### src/rtl/mem_access.sv
// Memory-access stage: alignment check, single-outstanding data-bus request,
// load byte alignment and store lane masks for the RV64 pipeline.
module mem_access (
  input  logic        clk,
  input  logic        rst,
  input  logic        ex_valid,
  output logic        ex_ready,
  input  logic [2:0]  ex_mem,
  input  logic        ex_store,
  input  logic [1:0]  ex_store_size,
  input  logic [63:0] ex_addr,
  input  logic [63:0] ex_wdata,
  input  logic [63:0] ex_rd_data,
  input  logic        ex_rd_ena,
  output logic        dmem_req_valid,
  input  logic        dmem_req_ready,
  output logic        dmem_we,
  output logic [63:0] dmem_addr,
  output logic [63:0] dmem_wdata,
  output logic [7:0]  dmem_wmask,
  input  logic        dmem_rsp_valid,
  input  logic [63:0] dmem_rdata,
  output logic        wb_valid,
  output logic [63:0] mem_r_data,
  output logic [2:0]  mem,
  output logic        rd_data_mem_ena,
  output logic [63:0] rd_data_exe,
  output logic        rd_data_exe_ena,
  output logic        misalign_err
);

  typedef enum logic [1:0] {IDLE, REQ, WAIT_RSP, RESP} state_t;

  state_t      state_q, state_d;
  logic        load_q, load_d;
  logic [2:0]  off_q, off_d;
  logic        req_valid_q, req_valid_d;
  logic        we_q, we_d;
  logic [63:0] addr_q, addr_d;
  logic [63:0] wdata_q, wdata_d;
  logic [7:0]  wmask_q, wmask_d;
  logic        wb_valid_q, wb_valid_d;
  logic [63:0] mrd_q, mrd_d;
  logic [2:0]  mem_q, mem_d;
  logic        mem_ena_q, mem_ena_d;
  logic [63:0] exe_q, exe_d;
  logic        exe_ena_q, exe_ena_d;
  logic        mis_q, mis_d;

  logic        is_load, is_mem, aligned;
  logic [1:0]  lsz, sz;
  logic [7:0]  base_mask;
  logic [63:0] rep;

  // Access size as log2(bytes); stores take their size from ex_store_size
  always_comb begin
    lsz = 2'd0;
    unique case (1'b1)
      (ex_mem == 3'd2) || (ex_mem == 3'd5): lsz = 2'd1;
      (ex_mem == 3'd3) || (ex_mem == 3'd6): lsz = 2'd2;
      (ex_mem == 3'd7):                     lsz = 2'd3;
      default:                              lsz = 2'd0;
    endcase
    is_load = !ex_store && (ex_mem != 3'd0);
    is_mem  = ex_store || is_load;
    sz      = ex_store ? ex_store_size : lsz;
    aligned   = 1'b1;
    base_mask = 8'hFF;
    rep       = ex_wdata;
    unique case (sz)
      2'd0: begin
        base_mask = 8'h01;
        rep       = {8{ex_wdata[7:0]}};
      end
      2'd1: begin
        aligned   = !ex_addr[0];
        base_mask = 8'h03;
        rep       = {4{ex_wdata[15:0]}};
      end
      2'd2: begin
        aligned   = (ex_addr[1:0] == 2'd0);
        base_mask = 8'h0F;
        rep       = {2{ex_wdata[31:0]}};
      end
      default: begin
        aligned   = (ex_addr[2:0] == 3'd0);
        base_mask = 8'hFF;
        rep       = ex_wdata;
      end
    endcase
  end

  always_comb begin
    state_d     = state_q;
    load_d      = load_q;
    off_d       = off_q;
    req_valid_d = req_valid_q;
    we_d        = we_q;
    addr_d      = addr_q;
    wdata_d     = wdata_q;
    wmask_d     = wmask_q;
    mrd_d       = mrd_q;
    mem_d       = mem_q;
    exe_d       = exe_q;
    wb_valid_d  = 1'b0;
    mem_ena_d   = 1'b0;
    exe_ena_d   = 1'b0;
    mis_d       = 1'b0;
    unique case (state_q)
      IDLE: begin
        if (ex_valid) begin
          load_d  = is_load;
          off_d   = ex_addr[2:0];
          we_d    = ex_store;
          addr_d  = {ex_addr[63:3], 3'b000};
          wdata_d = ex_store ? rep : 64'd0;
          wmask_d = ex_store ? (base_mask << ex_addr[2:0]) : 8'd0;
          mem_d   = ex_store ? 3'd0 : ex_mem;
          exe_d   = ex_rd_data;
          if (!is_mem) begin
            state_d    = RESP;
            wb_valid_d = 1'b1;
            exe_ena_d  = ex_rd_ena;
          end else if (!aligned) begin
            state_d    = RESP;
            wb_valid_d = 1'b1;
            mis_d      = 1'b1;
          end else begin
            state_d     = REQ;
            req_valid_d = 1'b1;
          end
        end
      end
      REQ: begin
        if (dmem_req_ready) begin
          req_valid_d = 1'b0;
          state_d     = WAIT_RSP;
        end
      end
      WAIT_RSP: begin
        if (dmem_rsp_valid) begin
          if (load_q) mrd_d = dmem_rdata >> {off_q, 3'b000};
          state_d    = RESP;
          wb_valid_d = 1'b1;
          mem_ena_d  = load_q;
        end
      end
      default: state_d = IDLE;
    endcase
  end

  always_ff @(posedge clk or negedge rst) begin
    if (!rst) begin
      state_q     <= IDLE;
      load_q      <= 1'b0;
      off_q       <= 3'd0;
      req_valid_q <= 1'b0;
      we_q        <= 1'b0;
      addr_q      <= 64'd0;
      wdata_q     <= 64'd0;
      wmask_q     <= 8'd0;
      wb_valid_q  <= 1'b0;
      mrd_q       <= 64'd0;
      mem_q       <= 3'd0;
      mem_ena_q   <= 1'b0;
      exe_q       <= 64'd0;
      exe_ena_q   <= 1'b0;
      mis_q       <= 1'b0;
    end else begin
      state_q     <= state_d;
      load_q      <= load_d;
      off_q       <= off_d;
      req_valid_q <= req_valid_d;
      we_q        <= we_d;
      addr_q      <= addr_d;
      wdata_q     <= wdata_d;
      wmask_q     <= wmask_d;
      wb_valid_q  <= wb_valid_d;
      mrd_q       <= mrd_d;
      mem_q       <= mem_d;
      mem_ena_q   <= mem_ena_d;
      exe_q       <= exe_d;
      exe_ena_q   <= exe_ena_d;
      mis_q       <= mis_d;
    end
  end

  assign ex_ready        = (state_q == IDLE) && rst;
  assign dmem_req_valid  = req_valid_q;
  assign dmem_we         = we_q;
  assign dmem_addr       = addr_q;
  assign dmem_wdata      = wdata_q;
  assign dmem_wmask      = wmask_q;
  assign wb_valid        = wb_valid_q;
  assign mem_r_data      = mrd_q;
  assign mem             = mem_q;
  assign rd_data_mem_ena = mem_ena_q;
  assign rd_data_exe     = exe_q;
  assign rd_data_exe_ena = exe_ena_q;
  assign misalign_err    = mis_q;

endmodule

### config.mk
export PLATFORM = sky130hd
export DESIGN_NAME = mem_access
export DESIGN_NICKNAME = d
export VERILOG_FILES = /design/src/rtl/mem_access.sv
export SDC_FILE = /design/constraint.sdc
export NUM_CORES = 1
export LEC_CHECK = 0
export CORE_AREA = 2 2 212 214
export DETAILED_ROUTE_END_ITERATION = 10
export DIE_AREA = 0 0 214 216
export PLACE_DENSITY = 0.66
export SLEW_MARGIN = 15
export SYNTH_ARGS = -nofsm -noshare
export SYNTH_HDL_FRONTEND = slang
export SYNTH_SLANG_ARGS = --single-unit
### constraint.sdc
create_clock -name clk -period 2 [get_ports clk]
set_clock_uncertainty 0.2 [all_clocks]
set_input_delay 0.2 -clock clk [delete_from_list [all_inputs] [get_ports clk]]
set_output_delay 0.2 -clock clk [all_outputs]
set_load 0.005 [all_outputs]
==> results.md, run 1 <==
- Status: finished, final reports clean
- Die width: 214 microns
- Startpoint Class: flip-flop
- Xor/xnor cell area share of the yosys netlist: 0.00208
- Reg2Reg Depth: 9
- CTS tree: built
- Vias/cell: 4.89
- Reg area: 6910 sq um
- Area fraction of the dominant cell type after synthesis: 0.548
- Root Driver: clkbuf_16
- Maximum number of pins on one net before global-route repair: 113
- Switch share: 0.311
- Worst path buffer plus inverter count: 3
- CTS Buf Count: 34
- Lkg Pwr: 0.00885 uW
- CP arrival: 2.13 ns
- Worst skew pair latency: 0.53 ns
- Die Area: 46200 sq um
- Fin cells: 2258
- Fin. Hold Viols: 0
- Cell types occupying the most area after synthesis: dfrtp_1, mux2_2, mux4_2
- Worst vdd ir: 0.612 mV
- Drt pass-1 iters: 6
- Area of the multi-input gates: 5340 sq um
- Top cell family by delay on the critical path: simple AND/OR/NAND/NOR gates
- Critical Path RT: 2.21 ns
- Reg clk slew, reported paths: 0.06 ns
- Vias in the first global route: 11900
- # fillers: 3970
- Mux contribution to synthesized area: 0.219
- Largest family of logic cells by synthesized area: multiplexers
- Sequential power share: 0.326
- Worst slew pin tran: 0.832 ns
- Slowest-stage cell, CP: dfrtp_1
- Pwr per Cell Area: 1450 nW/um^2
- H-tree depth: 2
- DRT iter0 DRCs: 700
- Worst path max stage delay: 0.37 ns
- Tcrit/Tclk final: 0.961
- Total gr overflow: 0
- Register area share after synthesis: 0.548
- Setup CP Type: reg -> reg
- Layout cell share with drive strength beyond 1: 0.237
- Remaining DRCs: 0
- Die Span Y: 216 microns
- Worst hold endpoint: rd_data_exe_ena
- Max-slew violation count: 0
- GP Congestion: 0.884
- Compound-Gate Fraction of Synth Area: 0.117
- First-pass GRT wire length: 73300 microns
- CP Cell Sequence: inv_2 -> ha_4 -> buf_4 -> buf_4 -> nand3_1 -> nor2_1 -> nand2_1 -> nor2_1 -> a221o_1
- Netlist Area Pre-Place: 12600 sq um
- Post-Place Cells: 2196
- Setup-failing EPs final: 0
- Hold Crit Start: ex_rd_ena
- Synth unique cells: 58
- Final #Nets: 1915
- Aggregate global-route resource usage: 0.206
- Antenna violations before repair: 4
- Launching point of the worst reg2reg path: state_q[0]
- Port Buf Inserts: 538
- Slew headroom: 0.445
- CTS Buffer Depth: 3
- Post-synthesis adder-cell area fraction: 0.00397
- #FFs+latches synth: 276
- Most common cell after layout, fill and taps aside: clkdlybuf4s50_1
- Reg-to-reg setup timing slack: 0.08 ns
- Mean Syn Cell Area: 12.4 sq um
- Clock sink count: 276
- Synth area leader: dfrtp_1
- Worst R2R End: dmem_wmask[4]
- Hold Path Cell Cnt: 2
- Vias after detailed routing: 11000
- Initial Util: 0.288
- CP Capture Type: flip-flop
- Tmin final: 1.92 ns
- ANT nets after route: 0
- Hold WC Path Type: in -> reg
- Synth Warn #: 0
- Most frequent cells in the layout: clkdlybuf4s50_1, dfrtp_1, mux2_2
- Synth Area in Simple Gates: 0.0746
- HPWL Detailed: 37600 microns
- Comb power frac: 0.462
- Fmax: 520 MHz
- Row cnt: 77
- Max Cap Viol: 0
- Total Wirelength: 48500 microns
- Pint: 20800 uW
- Worst hold slack: 0.0395 ns
- Crit Path Max Fanout: 5
- Routed WL per cell: 21.5 microns
- Clock power share: 0.213
- Synth Instances: 1016
- Core area: 43800 sq um
- I/O pins: 542
- Synth-to-layout area growth: 64.7%
- Setup TNS: 0 ns
- P_sw: 9400 uW
-- stage by stage --
step	area, sq um	setup WS, ns	utilization	total power (uW)
final	20800	0.0785	0.474	30200
after global routing	20800	-0.00129	0.474	31900
after CTS	20700	0.00381	0.473	30500
after detailed placement	19500	-0.368	0.445	23800
after global placement	19500	-0.353	0.445	23500
after floorplan	12600	-0.0144	-	15200
-- worst max path at each step --
stage | startpoint | slack (ns) | end | cells past startpoint
final | state_q[0] | 0.08 | dmem_wmask[4] | 9
after global routing | state_q[1] | -0.001 | dmem_wdata[42] | 8
after CTS | state_q[0] | 0.004 | ex_ready | 5
after detailed placement | ex_mem[1] | -0.37 | dmem_wdata[60] | 6
after global placement | ex_mem[1] | -0.35 | dmem_wdata[56] | 6
after floorplan | state_q[0] | -0.01 | dmem_addr[10] | 7
-- area by class of cell --
class,count,area share
diodes,2,0.000241
clock buffers,47,0.0497
clock inverters,10,0.00680
inverters,7,0.00132
multi-input cells,657,0.257
flip-flops and latches,276,0.333
well taps,592,0.0356
repair buffers,667,0.317
-- power by group through the flow --
stage	Combinational [uW]	Sequential, uW	Clock, uW
floorplan	5350	9810	0
global placement	13800	9790	0
detailed placement	13900	9900	0
CTS	14000	9860	6630
global route	14900	10200	6820
finish	14000	9840	6430
-- state kept, by name (all words and copies together) (netlist names) --
name             cells
dmem_wdata          64
mem_r_data          64
rd_data_exe         64
dmem_addr           61
dmem_wmask           8
mem                  3
off_q                3
state_q              2
dmem_req_valid       1
dmem_we              1
load_q               1
misalign_err         1
rd_data_exe_ena      1
rd_data_mem_ena      1
wb_valid             1
-- metal layers --
layer	vias to the layer above	GRT usage	wire, microns
met4	4	0.0970	2130
met2	535	0.345	23600
met3	119	0.0633	3940
li1	4929	-	-
met1	5457	0.240	18800
met5	-	0	31
-- cells in the mapped netlist (all sizes together) --
library cell	count
dfrtp	276
mux2	143
nand2	122
o21ai	103
nor2	63
buf	51
a22o	47
mux2i	40
mux4	32
clkbuf	27
o221ai	17
a22oi	9
o22ai	9
a221oi	8
inv	6
nor3	6
a21oi	5
and2	5
nand2b	5
ha	4
nand3	4
nor2b	4
o31ai	4
nor4	3
a211o	2
a32oi	2
and3	2
xor2	2
a21boi	1
a21o	1
a221o	1
a31oi	1
a32o	1
clkinv	1
conb	1
nand3b	1
nor3b	1
o21a	1
o41ai	1
or2	1
or3	1
or3b	1
xnor2	1
-- cells by family after synthesis --
family          Yosys count
compound gates          213
xor+xnor                  3
fa+ha+maj                 4
buf+inv                  85
flops                   276
mux                     215
other cells               1
simple gates            219
-- timing repair --
item	in CTS	in global routing
endpoints found under the setup margin	39	22
hold endpoints to repair	276	0
gates resized for setup	19	14
cloned	0	0
setup buffers	0	1
hold buffers	2	0
pin swaps	0	2
Power figures use the tool's default switching activity.
==> inputs of run 2 (changes only) <==
CTS_CLUSTER_DIAMETER = 100   (was default)
PLACE_DENSITY = 0.6   (was 0.66)
SETUP_SLACK_MARGIN = 0.5   (was default)
==> results.md, run 2 (synthesized netlist as in run 1, its figures left out) <==
- Core area: 43800 sq um
- CP Cell Sequence: inv_2 -> ha_4 -> and2_4 -> buf_12 -> clkbuf_16 -> mux2_2
- Most frequent cells in the layout: dfrtp_1, clkdlybuf4s50_1, clkbuf_2
- Met2 GRT Util: 0.340
- Die Area: 46200 sq um
- Routed WL per cell: 21.8 microns
- Comb power frac: 0.481
- Crit Path Max Fanout: 22
- Worst vdd ir: 0.555 mV
- CTS Buffer Depth: 3
- Initial Util: 0.288
- # fillers: 3969
- Pint: 20500 uW
- Synth-to-layout area growth: 72.9%
- Tmin final: 1.90 ns
- Fin. Hold Viols: 0
- Clock sink count: 276
- Root Driver: clkbuf_16
- H-tree depth: 2
- Max Cap Viol: 0
- Switch share: 0.338
- CTS tree: built
- Reg area: 6910 sq um
- Worst skew pair latency: 0.53 ns
- Clock power share: 0.202
- Worst slew pin tran: 0.817 ns
- Area after DPL: 19500 sq um
- Die width: 214 microns
- Worst path max stage delay: 0.39 ns
- Antenna violations before repair: 7
- Lkg Pwr: 0.0102 uW
- Sequential power share: 0.317
- Fmax: 526 MHz
- CTS Buf Count: 35
- Met3 usage: 0.0772
- RSZ-0062 raised after global routing: true
- Max-slew violation count: 0
- Met1 Track Usage GR: 0.233
- First-pass GRT wire length: 71700 microns
- Slew headroom: 0.456
- GP Congestion: 0.886
- HPWL Detailed: 36500 microns
- Total gr overflow: 0
- Vias after detailed routing: 11600
- Most common cell after layout, fill and taps aside: dfrtp_1
- Total Wirelength: 52100 microns
- Setup CP Type: reg -> reg
- Startpoint Class: flip-flop
- Maximum number of pins on one net before global-route repair: 142
- Drt pass-1 iters: 5
- Layout cell share with drive strength beyond 1: 0.464
- Post-Layout Inst Area: 21800 sq um
- Reg clk slew, reported paths: 0.06 ns
- CP Capture Type: flip-flop
- Row cnt: 77
- Worst hold slack: 0.0116 ns
- Die Span Y: 216 microns
- Hold WC Path Type: in -> reg
- DRT iter0 DRCs: 718
- Pwr per Cell Area: 1420 nW/um^2
- ANT nets after route: 0
- CP arrival: 2.12 ns
- Status: finished, final reports clean
- Aggregate global-route resource usage: 0.203
- GRT Max-Usage Layer: met2
- Area of the multi-input gates: 5930 sq um
- Final #Nets: 2037
- Port Buf Inserts: 538
- Setup-failing EPs final: 0
- Critical Path RT: 2.22 ns
- Vias in the first global route: 11400
- Remaining DRCs: 0
- Tcrit/Tclk final: 0.950
- P_sw: 10500 uW
- I/O pins: 542
- Slowest-stage cell, CP: dfrtp_1
- Vias/cell: 4.85
[run 2: through the flow]
step / instances / worst slack, ns / utilization / total power (uW) / setup TNS (ns)
2_1_floorplan: 1018 / 0.177 / - / 15500 / 0
3_3_place_gp: 2177 / -0.274 / 0.444 / 23700 / -16.57
3_5_place_dp: 2177 / -0.322 / 0.444 / 23900 / -20.45
4_1_cts: 2262 / 0.110 / 0.476 / 30700 / 0
5_1_grt: 2389 / 0.0179 / 0.498 / 32800 / 0
6_report: 2389 / 0.0991 / 0.498 / 31000 / 0
[run 2: per-layer routing]
layer,part of all wire,wire (microns),vias to the layer above
met5,0.00044,23,-
met4,0.036,1870,4
met3,0.088,4570,102
met2,0.49,25500,533
met1,0.39,20100,5750
li1,-,-,5194
[run 2: power by group through the flow]
stage               sequential [uW]  clock [uW]  combinational (uW)
global route                  10100        6720               16000
global placement               9760           0               14000
detailed placement             9820           0               14100
floorplan                      9820           0                5700
CTS                            9780        6470               14400
finish                         9830        6270               14900
[run 2: repair_timing]
action / in CTS / in global routing
gates resized for setup: 90 / 753
gates cloned: 2 / 19
buffers inserted: 17 / 101
hold buffers: 2 / 2
pin swaps: 3 / 58
setup endpoints to repair: 547 / 548
hold endpoints to repair: 277 / 2
[run 2: layout make-up]
cell class / instances / share of cell area
Multi-Input combinational cell: 657 / 0.272
Clock buffer: 44 / 0.0441
Antenna cell: 5 / 0.000574
Timing Repair Buffer: 788 / 0.323
Sequential cell: 276 / 0.317
Tap cell: 592 / 0.0340
Inverter: 7 / 0.00132
Clock inverter: 20 / 0.00820
[run 2: path summary, 6_finish.rpt]
path	start	end	slack, ns	cells after the start
min	ex_store	load_q	0.01	3
max reg2reg	state_q[0]	rd_data_exe[41]	0.1	6
min reg2reg	mem[1]	mem[1]	0.27	2
min in group asynchronous	rst	rd_data_exe[2]	0.34	3
max	state_q[0]	rd_data_exe[41]	0.1	6
max in group asynchronous	rst	dmem_wdata[25]	0.58	3
[run 2: worst max-delay path, delay by kind of cell (launching register included)]
kind / cells / cell delay [ns]
flops: 1 / 0.39
mux: 1 / 0.35
simple gates: 1 / 0.20
buf+inv: 3 / 0.46
fa+ha+maj: 1 / 0.17
==> inputs of run 3 (changes only) <==
REMOVE_ABC_BUFFERS = 1   (was default)
==> results.md, run 3 (synthesized netlist as in run 1, its figures left out) <==
- Max-slew violation count: 0
- Setup CP Type: in -> reg
- Reg clk slew, reported paths: 0.06 ns
- Worst hold slack: 0.0730 ns
- Die Span Y: 216 microns
- Tmin final: 1.89 ns
- Core area: 43800 sq um
- H-tree depth: 2
- Setup TNS: 0 ns
- Synth-to-layout area growth: 72.9%
- I/O pins: 542
- Area after DPL: 19300 sq um
- Status: finished, final reports clean
- Worst hold endpoint: rd_data_exe_ena
- Layout cell share with drive strength beyond 1: 0.344
- Port Buf Inserts: 538
- Launching point of the worst reg2reg path: off_q[0]
- CP Capture Type: flip-flop
- Worst skew pair latency: 0.52 ns
- Setup-failing EPs final: 0
- Lkg Pwr: 0.00967 uW
- Tcrit/Tclk final: 0.944
- Row cnt: 77
- CTS Buf Count: 34
- Most common cell after layout, fill and taps aside: clkdlybuf4s50_1
- Drt pass-1 iters: 5
- CP arrival: 2.12 ns
- Final worst setup slack: 0.112 ns
- CTS tree: built
- Aggregate global-route resource usage: 0.199
- Pwr per Cell Area: 1480 nW/um^2
- HPWL Detailed: 33900 microns
- Startpoint Class: input port
- Die Area: 46200 sq um
- Vias/cell: 4.85
- Slew headroom: 0.471
- Root Driver: clkbuf_16
- Critical Path RT: 2.24 ns
- Hold Crit Start: ex_rd_ena
- Post-place setup slack: -0.410 ns
- Initial Util: 0.288
- CTS Buffer Depth: 3
- Worst R2R End: mem_r_data[8]
- Total Wirelength: 49200 microns
- Max Cap Viol: 0
- Reg2Reg Depth: 6
- Fin. Hold Viols: 0
- Worst vdd ir: 0.701 mV
- Maximum number of pins on one net before global-route repair: 88
- Vias in the first global route: 11300
- Routed WL per cell: 21.4 microns
- Reg-to-reg setup timing slack: 0.13 ns
- ANT nets after route: 0
- Hold Path Cell Cnt: 2
- Most frequent cells in the layout: clkdlybuf4s50_1, dfrtp_1, nand2_1
- Antenna violations before repair: 2
- Die width: 214 microns
- Remaining DRCs: 0
- Worst slew pin tran: 0.793 ns
- Final #Nets: 1957
- DRT iter0 DRCs: 625
- Fmax: 530 MHz
- Vias after detailed routing: 11200
- Post-Layout Inst Area: 21800 sq um
- First-pass GRT wire length: 71000 microns
- GP Congestion: 0.874
- Hold WC Path Type: in -> reg
- RSZ-0062 raised after global routing: true
- Total gr overflow: 0
- Clock sink count: 276
- Crit Path Max Fanout: 9
[run 3: changes by cell type in the layout (fill, tap and decap cells not counted), sizes merged, moves of 2 or more]
cell           previous run  this run
dlygate4sd3               4         1
dlymetal6s2s             14         2
inv                       8         6
clkdlybuf4s50           263       421
buf                     257       180
clkbuf                  294       145
diode                     5         1
bufinv                    2         7
clkinv                   16         7
bufbuf                    0         2
dlygate4sd2               0         4
[run 3: report_power, final]
group	switching [uW]	internal [uW]	leakage, uW	total (uW)
logic	6130	9560	0.00563	15700
registers	1580	8240	0.00343	9810
clock network	2450	4410	0.000614	6860
total	10200	22200	0.00967	32400
[run 3: critical path: stages]
cell and delay (ns):
clkdlybuf4s50_1 0.55, buf_4 0.19, a211o_1 0.11, and2_1 0.64, o221ai_1 0.22, o21ai_0 0.21
[run 3: area by class of cell]
| cell class | count | area, sq um |
|---|---|---|
| sequential | 276 | 6910 |
| inverter | 7 | 26.3 |
| multi-input combinational | 658 | 5900 |
| timing repair buffer | 708 | 6970 |
| clock buffer | 47 | 1000 |
| clock inverter | 14 | 248 |
| tap | 592 | 741 |
| fill | 3925 | 22000 |
| antenna | 1 | 2.50 |
[run 3: worst max-delay path by stage]
| stage | start | to | slack (ns) | cells past startpoint |
|---|---|---|---|---|
| after floorplan | state_q[0] | dmem_addr[10] | -2.49 | 4 |
| after global placement | ex_mem[2] | dmem_wdata[14] | -0.35 | 7 |
| after detailed placement | ex_mem[2] | dmem_wdata[10] | -0.41 | 7 |
| after CTS | off_q[0] | mem_r_data[23] | 0.12 | 4 |
| after global routing | ex_mem[2] | misalign_err | 0.06 | 7 |
| final | ex_mem[1] | dmem_wdata[10] | 0.11 | 6 |
[run 3: timing repair]
item	in CTS	in global routing
setup endpoints to repair	547	544
buffers inserted	27	43
hold buffers	1	0
gates cloned	9	9
resized for setup	121	366
endpoints found under the hold margin	276	0
pin swaps	18	35
[run 3: metal layers]
metal	global-route usage	part of all wire	up-vias
li1	-	-	5039
met1	0.235	0.40	5612
met2	0.339	0.50	429
met3	0.0612	0.074	80
met4	0.0758	0.029	2
met5	0	0.00024	-
[run 3: per-stage QoR]
step           total power (uW)   util  instances
2_1_floorplan             15100      -        940
3_3_place_gp              23300  0.439       2152
3_5_place_dp              23500  0.439       2152
4_1_cts                   31500  0.483       2250
5_1_grt                   34000  0.497       2303
6_report                  32400  0.497       2303
